--- src/rtl/mem_bus_arbiter_pkg.sv ---
// mem_bus_arbiter_pkg
//   Shared definitions for the two-master memory bus arbiter: default bus
//   widths, FSM state encoding, owner codes and small helper functions.
//   No ports (package).
package mem_bus_arbiter_pkg;

  localparam int DEF_ADDR_W = 13;
  localparam int DEF_DATA_W = 8;
  localparam int WAIT_W     = 4;   // wait-state counter width

  typedef enum logic [1:0] {
    ST_IDLE   = 2'd0,
    ST_ACCESS = 2'd1,
    ST_ACK    = 2'd2
  } arb_state_e;

  // Owner codes: which master holds the bus.
  localparam logic OWN_M0 = 1'b0;
  localparam logic OWN_M1 = 1'b1;

  // One-hot grant codes.
  localparam logic [1:0] GNT_NONE = 2'b00;
  localparam logic [1:0] GNT_M0   = 2'b01;
  localparam logic [1:0] GNT_M1   = 2'b10;

  // A request must be exactly one of read or write.
  function automatic logic is_illegal(input logic rd, input logic wr);
    return rd == wr;
  endfunction

  function automatic logic [1:0] owner_gnt(input logic owner);
    return (owner == OWN_M1) ? GNT_M1 : GNT_M0;
  endfunction

endpackage

--- src/rtl/mem_bus_arbiter_rr_select.sv ---
// mem_bus_arbiter_rr_select
//   Combinational 2-way winner select.
//   Ports:
//     req    in  2  request vector {m1, m0}
//     last   in  1  owner served by the previous grant
//     owner  out 1  winning master (OWN_M0 / OWN_M1)
//     valid  out 1  at least one request present
module mem_bus_arbiter_rr_select
  import mem_bus_arbiter_pkg::*;
#(
  parameter bit RR_EN = 1'b1
) (
  input  logic [1:0] req,
  input  logic       last,
  output logic       owner,
  output logic       valid
);

  always_comb begin
    owner = OWN_M0;
    if (req == 2'b11) begin
      // Tie: round-robin hands the bus to whoever was not served last;
      // fixed priority always favours m0.
      owner = (RR_EN && (last == OWN_M0)) ? OWN_M1 : OWN_M0;
    end else if (req[1]) begin
      owner = OWN_M1;
    end
  end

  assign valid = |req;

endmodule

--- src/rtl/mem_bus_arbiter.sv ---
// mem_bus_arbiter
//   Shares one ROM/RAM bus between m0 (CPU) and m1 (loader/debug DMA).
//   One access at a time: grant, hold strobes for WAIT_CYC+1 cycles, then a
//   one-cycle ack with read data back to the owner.
//   Ports:
//     clk, rst                 clock, asynchronous active-high reset
//     m{0,1}_req/rd/wr         request and access type (held until ack)
//     m{0,1}_addr/wdata        access address / write data
//     m{0,1}_ack/rdata         one-cycle completion pulse / read data
//     bus_addr/rd/wr/wdata     shared bus outputs
//     bus_rdata                data returned from rom/ram
//     gnt                      one-hot current owner, 00 when idle
//     err                      sticky illegal-request flag
module mem_bus_arbiter
  import mem_bus_arbiter_pkg::*;
#(
  parameter int          ADDR_W   = DEF_ADDR_W,
  parameter int          DATA_W   = DEF_DATA_W,
  parameter int unsigned WAIT_CYC = 1,
  parameter bit          RR_EN    = 1'b1
) (
  input  logic              clk,
  input  logic              rst,
  input  logic              m0_req,
  input  logic              m0_rd,
  input  logic              m0_wr,
  input  logic [ADDR_W-1:0] m0_addr,
  input  logic [DATA_W-1:0] m0_wdata,
  output logic              m0_ack,
  output logic [DATA_W-1:0] m0_rdata,
  input  logic              m1_req,
  input  logic              m1_rd,
  input  logic              m1_wr,
  input  logic [ADDR_W-1:0] m1_addr,
  input  logic [DATA_W-1:0] m1_wdata,
  output logic              m1_ack,
  output logic [DATA_W-1:0] m1_rdata,
  output logic [ADDR_W-1:0] bus_addr,
  output logic              bus_rd,
  output logic              bus_wr,
  output logic [DATA_W-1:0] bus_wdata,
  input  logic [DATA_W-1:0] bus_rdata,
  output logic [1:0]        gnt,
  output logic              err
);

  localparam logic [WAIT_W-1:0] WAIT_INIT = WAIT_W'(WAIT_CYC);

  arb_state_e        r_state;
  logic [WAIT_W-1:0] r_wait;
  logic              r_last;
  logic [1:0]        r_gnt;
  logic              r_bus_rd;
  logic              r_bus_wr;
  logic [ADDR_W-1:0] r_addr;
  logic [DATA_W-1:0] r_wdata;
  logic              r_m0_ack;
  logic              r_m1_ack;
  logic [DATA_W-1:0] r_m0_rdata;
  logic [DATA_W-1:0] r_m1_rdata;
  logic              r_err;

  logic              w_owner;
  logic              w_valid;
  logic              w_sel_rd;
  logic              w_sel_wr;
  logic [ADDR_W-1:0] w_sel_addr;
  logic [DATA_W-1:0] w_sel_wdata;
  logic              w_ret_load;
  logic [DATA_W-1:0] w_ret_data;

  mem_bus_arbiter_rr_select #(
    .RR_EN(RR_EN)
  ) u_rr_select (
    .req   ({m1_req, m0_req}),
    .last  (r_last),
    .owner (w_owner),
    .valid (w_valid)
  );

  assign w_sel_rd    = (w_owner == OWN_M1) ? m1_rd    : m0_rd;
  assign w_sel_wr    = (w_owner == OWN_M1) ? m1_wr    : m0_wr;
  assign w_sel_addr  = (w_owner == OWN_M1) ? m1_addr  : m0_addr;
  assign w_sel_wdata = (w_owner == OWN_M1) ? m1_wdata : m0_wdata;

  // On the final access edge the strobes still reflect the request type:
  // a read returns bus data, an illegal request (no strobe) returns zero,
  // and a write leaves the owner's rdata untouched.
  assign w_ret_load = r_bus_rd | ~r_bus_wr;
  assign w_ret_data = r_bus_rd ? bus_rdata : '0;

  always_ff @(posedge clk or posedge rst) begin
    if (rst) begin
      r_state    <= ST_IDLE;
      r_wait     <= '0;
      r_last     <= OWN_M1;   // m0 wins the first tie
      r_gnt      <= GNT_NONE;
      r_bus_rd   <= 1'b0;
      r_bus_wr   <= 1'b0;
      r_addr     <= '0;
      r_wdata    <= '0;
      r_m0_ack   <= 1'b0;
      r_m1_ack   <= 1'b0;
      r_m0_rdata <= '0;
      r_m1_rdata <= '0;
      r_err      <= 1'b0;
    end else begin
      r_m0_ack <= 1'b0;
      r_m1_ack <= 1'b0;
      case (r_state)
        ST_IDLE: begin
          if (w_valid) begin
            r_gnt    <= owner_gnt(w_owner);
            r_last   <= w_owner;
            r_addr   <= w_sel_addr;
            r_wdata  <= w_sel_wdata;
            r_bus_rd <= w_sel_rd & ~w_sel_wr;
            r_bus_wr <= w_sel_wr & ~w_sel_rd;
            if (is_illegal(w_sel_rd, w_sel_wr)) begin
              r_err <= 1'b1;
            end
            r_wait  <= WAIT_INIT;
            r_state <= ST_ACCESS;
          end
        end
        ST_ACCESS: begin
          if (r_wait == '0) begin
            r_bus_rd <= 1'b0;
            r_bus_wr <= 1'b0;
            if (r_gnt == GNT_M1) begin
              r_m1_ack <= 1'b1;
              if (w_ret_load) r_m1_rdata <= w_ret_data;
            end else begin
              r_m0_ack <= 1'b1;
              if (w_ret_load) r_m0_rdata <= w_ret_data;
            end
            r_state <= ST_ACK;
          end else begin
            r_wait <= r_wait - WAIT_W'(1);
          end
        end
        ST_ACK: begin
          r_gnt   <= GNT_NONE;
          r_state <= ST_IDLE;
        end
        default: r_state <= ST_IDLE;
      endcase
    end
  end

  assign m0_ack    = r_m0_ack;
  assign m0_rdata  = r_m0_rdata;
  assign m1_ack    = r_m1_ack;
  assign m1_rdata  = r_m1_rdata;
  assign bus_addr  = r_addr;
  assign bus_rd    = r_bus_rd;
  assign bus_wr    = r_bus_wr;
  assign bus_wdata = r_wdata;
  assign gnt       = r_gnt;
  assign err       = r_err;

endmodule

--- config.mk ---
export PLATFORM = sky130hd
export DESIGN_NAME = mem_bus_arbiter
export DESIGN_NICKNAME = d
export VERILOG_FILES = /design/src/rtl/mem_bus_arbiter_pkg.sv /design/src/rtl/mem_bus_arbiter_rr_select.sv /design/src/rtl/mem_bus_arbiter.sv
export SDC_FILE = /design/constraint.sdc
export NUM_CORES = 1
export LEC_CHECK = 0
export ABC_CLOCK_PERIOD_IN_PS = 2200
export CORE_MARGIN = 1
export CORE_UTILIZATION = 35
export CTS_CLUSTER_SIZE = 8
export DETAILED_ROUTE_END_ITERATION = 7
export GPL_ROUTABILITY_DRIVEN = 0
export MAX_ROUTING_LAYER = met4
export PLACE_DENSITY_LB_ADDON = 0.15
export SLEW_MARGIN = 10
export SYNTH_ARGS = -nofsm -noshare
export SYNTH_HDL_FRONTEND = slang
export SYNTH_SLANG_ARGS = --single-unit
--- constraint.sdc ---
create_clock -name clk -period 2.2 [get_ports clk]
set_input_delay 0.44 -clock clk [delete_from_list [all_inputs] [get_ports clk]]
set_output_delay 0.44 -clock clk [all_outputs]
set_load 0.02 [all_outputs]
==> metrics.md <==
| Metric | Value |
|---|---|
| Top cells by area, synth | `dfrtp_1, a22o_1, o21ai_0` |
| Run status | `finished, final reports clean` |
| Critical Path Max Stage Delay | `0.63 ns` |
| # clock sinks | `between 50 and 60` |
| Starting density of the core | `around 36%` |
| Flop and latch count out of synthesis | `about 50` |
| Buffers on Ports | `a little over 100` |
| Seq pwr share | `around a third` |
| Root buf cell | `clkbuf_8` |
| Peak VDD IR | `0.880 mV` |
| Synthesis-to-finish area growth | `54.6%` |
| Pint | `2.99 mW` |
| Synthesized cell area | `about 2300 sq um` |
| Clk_skew | `roughly 0.011 ns` |
| Die X | `slightly above 80 um` |
| CTS resizes | `0` |
| Clock insertion delay at the later pin of the skew report | `0.31 ns` |
| DRT iter0 DRCs | `60` |
| Ant. Diodes | `0` |
| Min Tclk post-route | `between 1.5 and 2 ns` |
| Htree depth | `2` |
| Vias in the first global route | `1980` |
| Setup tns final | `0 ns` |
| Final hold vios | `0` |
| Critical path class | `flop to output pin` |
| Ports | `~100` |
| Max cap viols | `0` |
| Ys Warns | `0` |
| Final WL | `between 5 and 6 mm` |
| Post-CTS Hold Buffers | `0` |
| Synth Area in XOR/XNOR | `0%` |
| Adder-Cell Fraction of Synth Area | `between 2 and 2.5%` |
| Slack of the critical path | `0.402 ns` |
| DRC | `0` |
| Critical path buffers and inverters | `1` |
| Worst path top cell family by delay | `buffers and inverters` |
| Wire per inst | `between 15 and 20 um` |
| Switch Pwr | `1.86 mW` |
| Post-synth EDFFs | `0` |
| Overall via count from detail_route | `around 1900` |
| Largest family of logic cells by synthesized area | `compound AO/OA/AOI/OAI gates` |
| Slowest cell on crit path | `clkdlybuf4s50_1` |
| Register area share after synthesis | `56.0%` |
| Slew HR | `around three fifths` |
| First-pass DRT Iterations | `4` |
| RSZ-0062 raised after global routing | `no` |
| DP HPWL | `between 4 and 5 mm` |
| Synthesized Nets | `254` |
| Final net count | `360` |
| Max clock buf depth | `2` |
| Measured slew at the worst slew-check pin | `slightly above 0.6 ns` |
| Pre-CTS WS | `~0.14 ns` |
| ANT nets after route | `0` |
| Critical path fanouts, max | `5` |
| Worst min-delay path class | `primary input to async pin` |
| Post-CTS setup buffers | `0` |
| Compound-gate portion of the synthesized area | `about a fifth` |
| First-pass GRT wire length | `~9.4 mm` |
| Leak | `approximately 1.6 nW` |
| CP Cell Sequence | `clkdlybuf4s50_1` |
| Logic gate share of total power | `between 50% and 60%` |
| Non-Filler Instances | `about 380` |
| Initial antenna violation count | `0` |
| Yosys top cell area share | `a little over half` |
| Avg Cell Area, Syn | `about 12 sq um` |
| Cell variety after synth | `36` |
| Switching Fraction | `about two fifths` |
| Period utilization | `81.7%` |
| Storage cell area | `1280 sq um` |
| TritonCTS buffer count | `5` |
| Share of flip-flops with an asynchronous set or reset | `100%` |
| Dpl cells | `368` |
| Post-synth top area cell | `dfrtp_1` |
| DR vias/cell | `around 5.1` |
| Main flop type after synthesis | `dfrtp_1` |
| Syn Inst Count | `roughly 190` |
| Crit path DAT | `approximately 1.4 ns` |
| Clock Power Share | `13.8%` |
| Die H | `approximately 83 um` |
| Slew Limit Fails | `0` |
| CP Data Required Time | `around 1.8 ns` |
| Filler cells | `576` |
| Core Region | `between 6000 and 7000 sq um` |
| Mux cell area share after synthesis | `roughly 6.7%` |
| Simple-Gate Fraction of Synth Area | `10.9%` |
| Fmax | `around 560 MHz` |
| CP Launch Type | `flop` |
| Setup violators final | `0` |
| Share of cells above drive strength 1 | `about 8.7%` |
| Pwr dens | `1380 nW/um^2` |
| Std-Cell Rows | `29` |
| Grt total ovfl | `0` |
| GRT Resource Usage Total | `about a fifth` |
| Die area | `around 6800 sq um` |
| Critical Path Sink Type | `output pin` |
| CTS tree | `done` |
| Largest net degree at the start of global routing | `52` |
| Clock slew at the register clock pins of the worst setup and hold paths | `0.10 ns` |
| Area of the multi-input gates | `around 910 sq um` |
cell usage after synthesis, types with 3 or more instances:
library cell and n:
nor2_1 6, nand2b_1 4, nand2_1 5, o21ai_0 27, ha_1 4, clkbuf_1 4
buf_2 3, and3_1 10, dfrtp_1 50, a221o_1 10, a22o_1 16, mux2i_1 13
o21ai_1 3, buf_6 3, inv_1 9
placed cells by master, fill, tap and decap left out, drive strengths merged, types with 2 or more instances in the layout:
cell type / count
clkdlybuf4s50: 101
dfrtp: 50
o21ai: 30
a22o: 16
mux2i: 13
and3: 10
a221o: 10
inv: 10
buf: 8
nor2: 6
nand2: 5
clkbuf: 5
nand2b: 4
ha: 4
and4: 2
nand4: 2
o2bb2ai: 2
mux2: 2
nor3: 2
kinds of logic (layout without fill, tap and decap cells):
logic type,Yosys count,count (layout)
buffers and inverters,19,126
DFF,51,51
adders and majority gates,4,4
and+or+nand+nor,39,39
muxes,15,15
AOI/OAI and AO/OA,64,64
tightest hold or removal path: stages:
cell,delay [ns]
clkdlybuf4s50_1,0.41
inv_2,0.07
buf_12,0.26
power groups by stage:
| stage | clock network [mW] | logic (mW) | registers (mW) |
|---|---|---|---|
| final | 0.672 | 2.48 | 1.70 |
| after global routing | 0.731 | 2.70 | 1.76 |
| after CTS | 0.690 | 2.51 | 1.70 |
| after detailed placement | 0 | 2.51 | 1.71 |
| after global placement | 0 | 2.48 | 1.70 |
| after floorplan | 0 | 0.950 | 2.12 |
worst paths after layout:
check	start	endpoint	slack, ns	cells past startpoint
worst max-delay path	gnt[0]	gnt[0]	0.40	1
worst min-delay path	rst	m1_rdata[2]	0.48	3
worst max register to register	r_wait[0]	m0_rdata[2]	0.44	5
worst min register to register	err	err	0.49	1
max in group asynchronous	rst	r_last	1.44	3
min in group clk	err	err	0.49	1
stage by stage:
| stage | utilization (%) | hold slack, ns | cell area (sq um) | power (mW) |
|---|---|---|---|---|
| finish | 55.8 | 0.479 | 3530 | 4.85 |
| floorplan | - | 0.474 | 2280 | 3.07 |
| detailed placement | 54.0 | 0.482 | 3410 | 4.21 |
| CTS | 55.8 | 0.487 | 3530 | 4.90 |
| global route | 55.8 | 0.520 | 3530 | 5.18 |
| global placement | 54.0 | 0.481 | 3410 | 4.17 |
per-layer routing:
metal	routed length [um]	part of all wire (%)	vias up	track usage, %
met5	0	0	-	-
met4	161	2.8	0	8.79
met3	331	5.8	16	3.85
met2	2660	46	75	30.4
met1	2600	45	893	23.6
li1	-	-	936	-
state kept, by name (all words and copies together), names as in the netlist:
name,count
bus_wdata,8
err,1
r_last,1
r_state,2
bus_addr,13
m1_rdata,8
m0_rdata,8
gnt,2
m1_ack,1
r_wait,4
bus_wr,1
bus_rd,1
m0_ack,1
cell type report:
type                       count  share of cell area, %
tap                           77                   2.73
inverter                       9                  0.958
clock buffer                   5                   1.95
multi-input combinational    122                   25.7
clock inverter                 3                   1.35
timing repair buffer         109                   31.1
sequential                    51                   36.2
No activity file was read; power rests on OpenSTA's default activity.
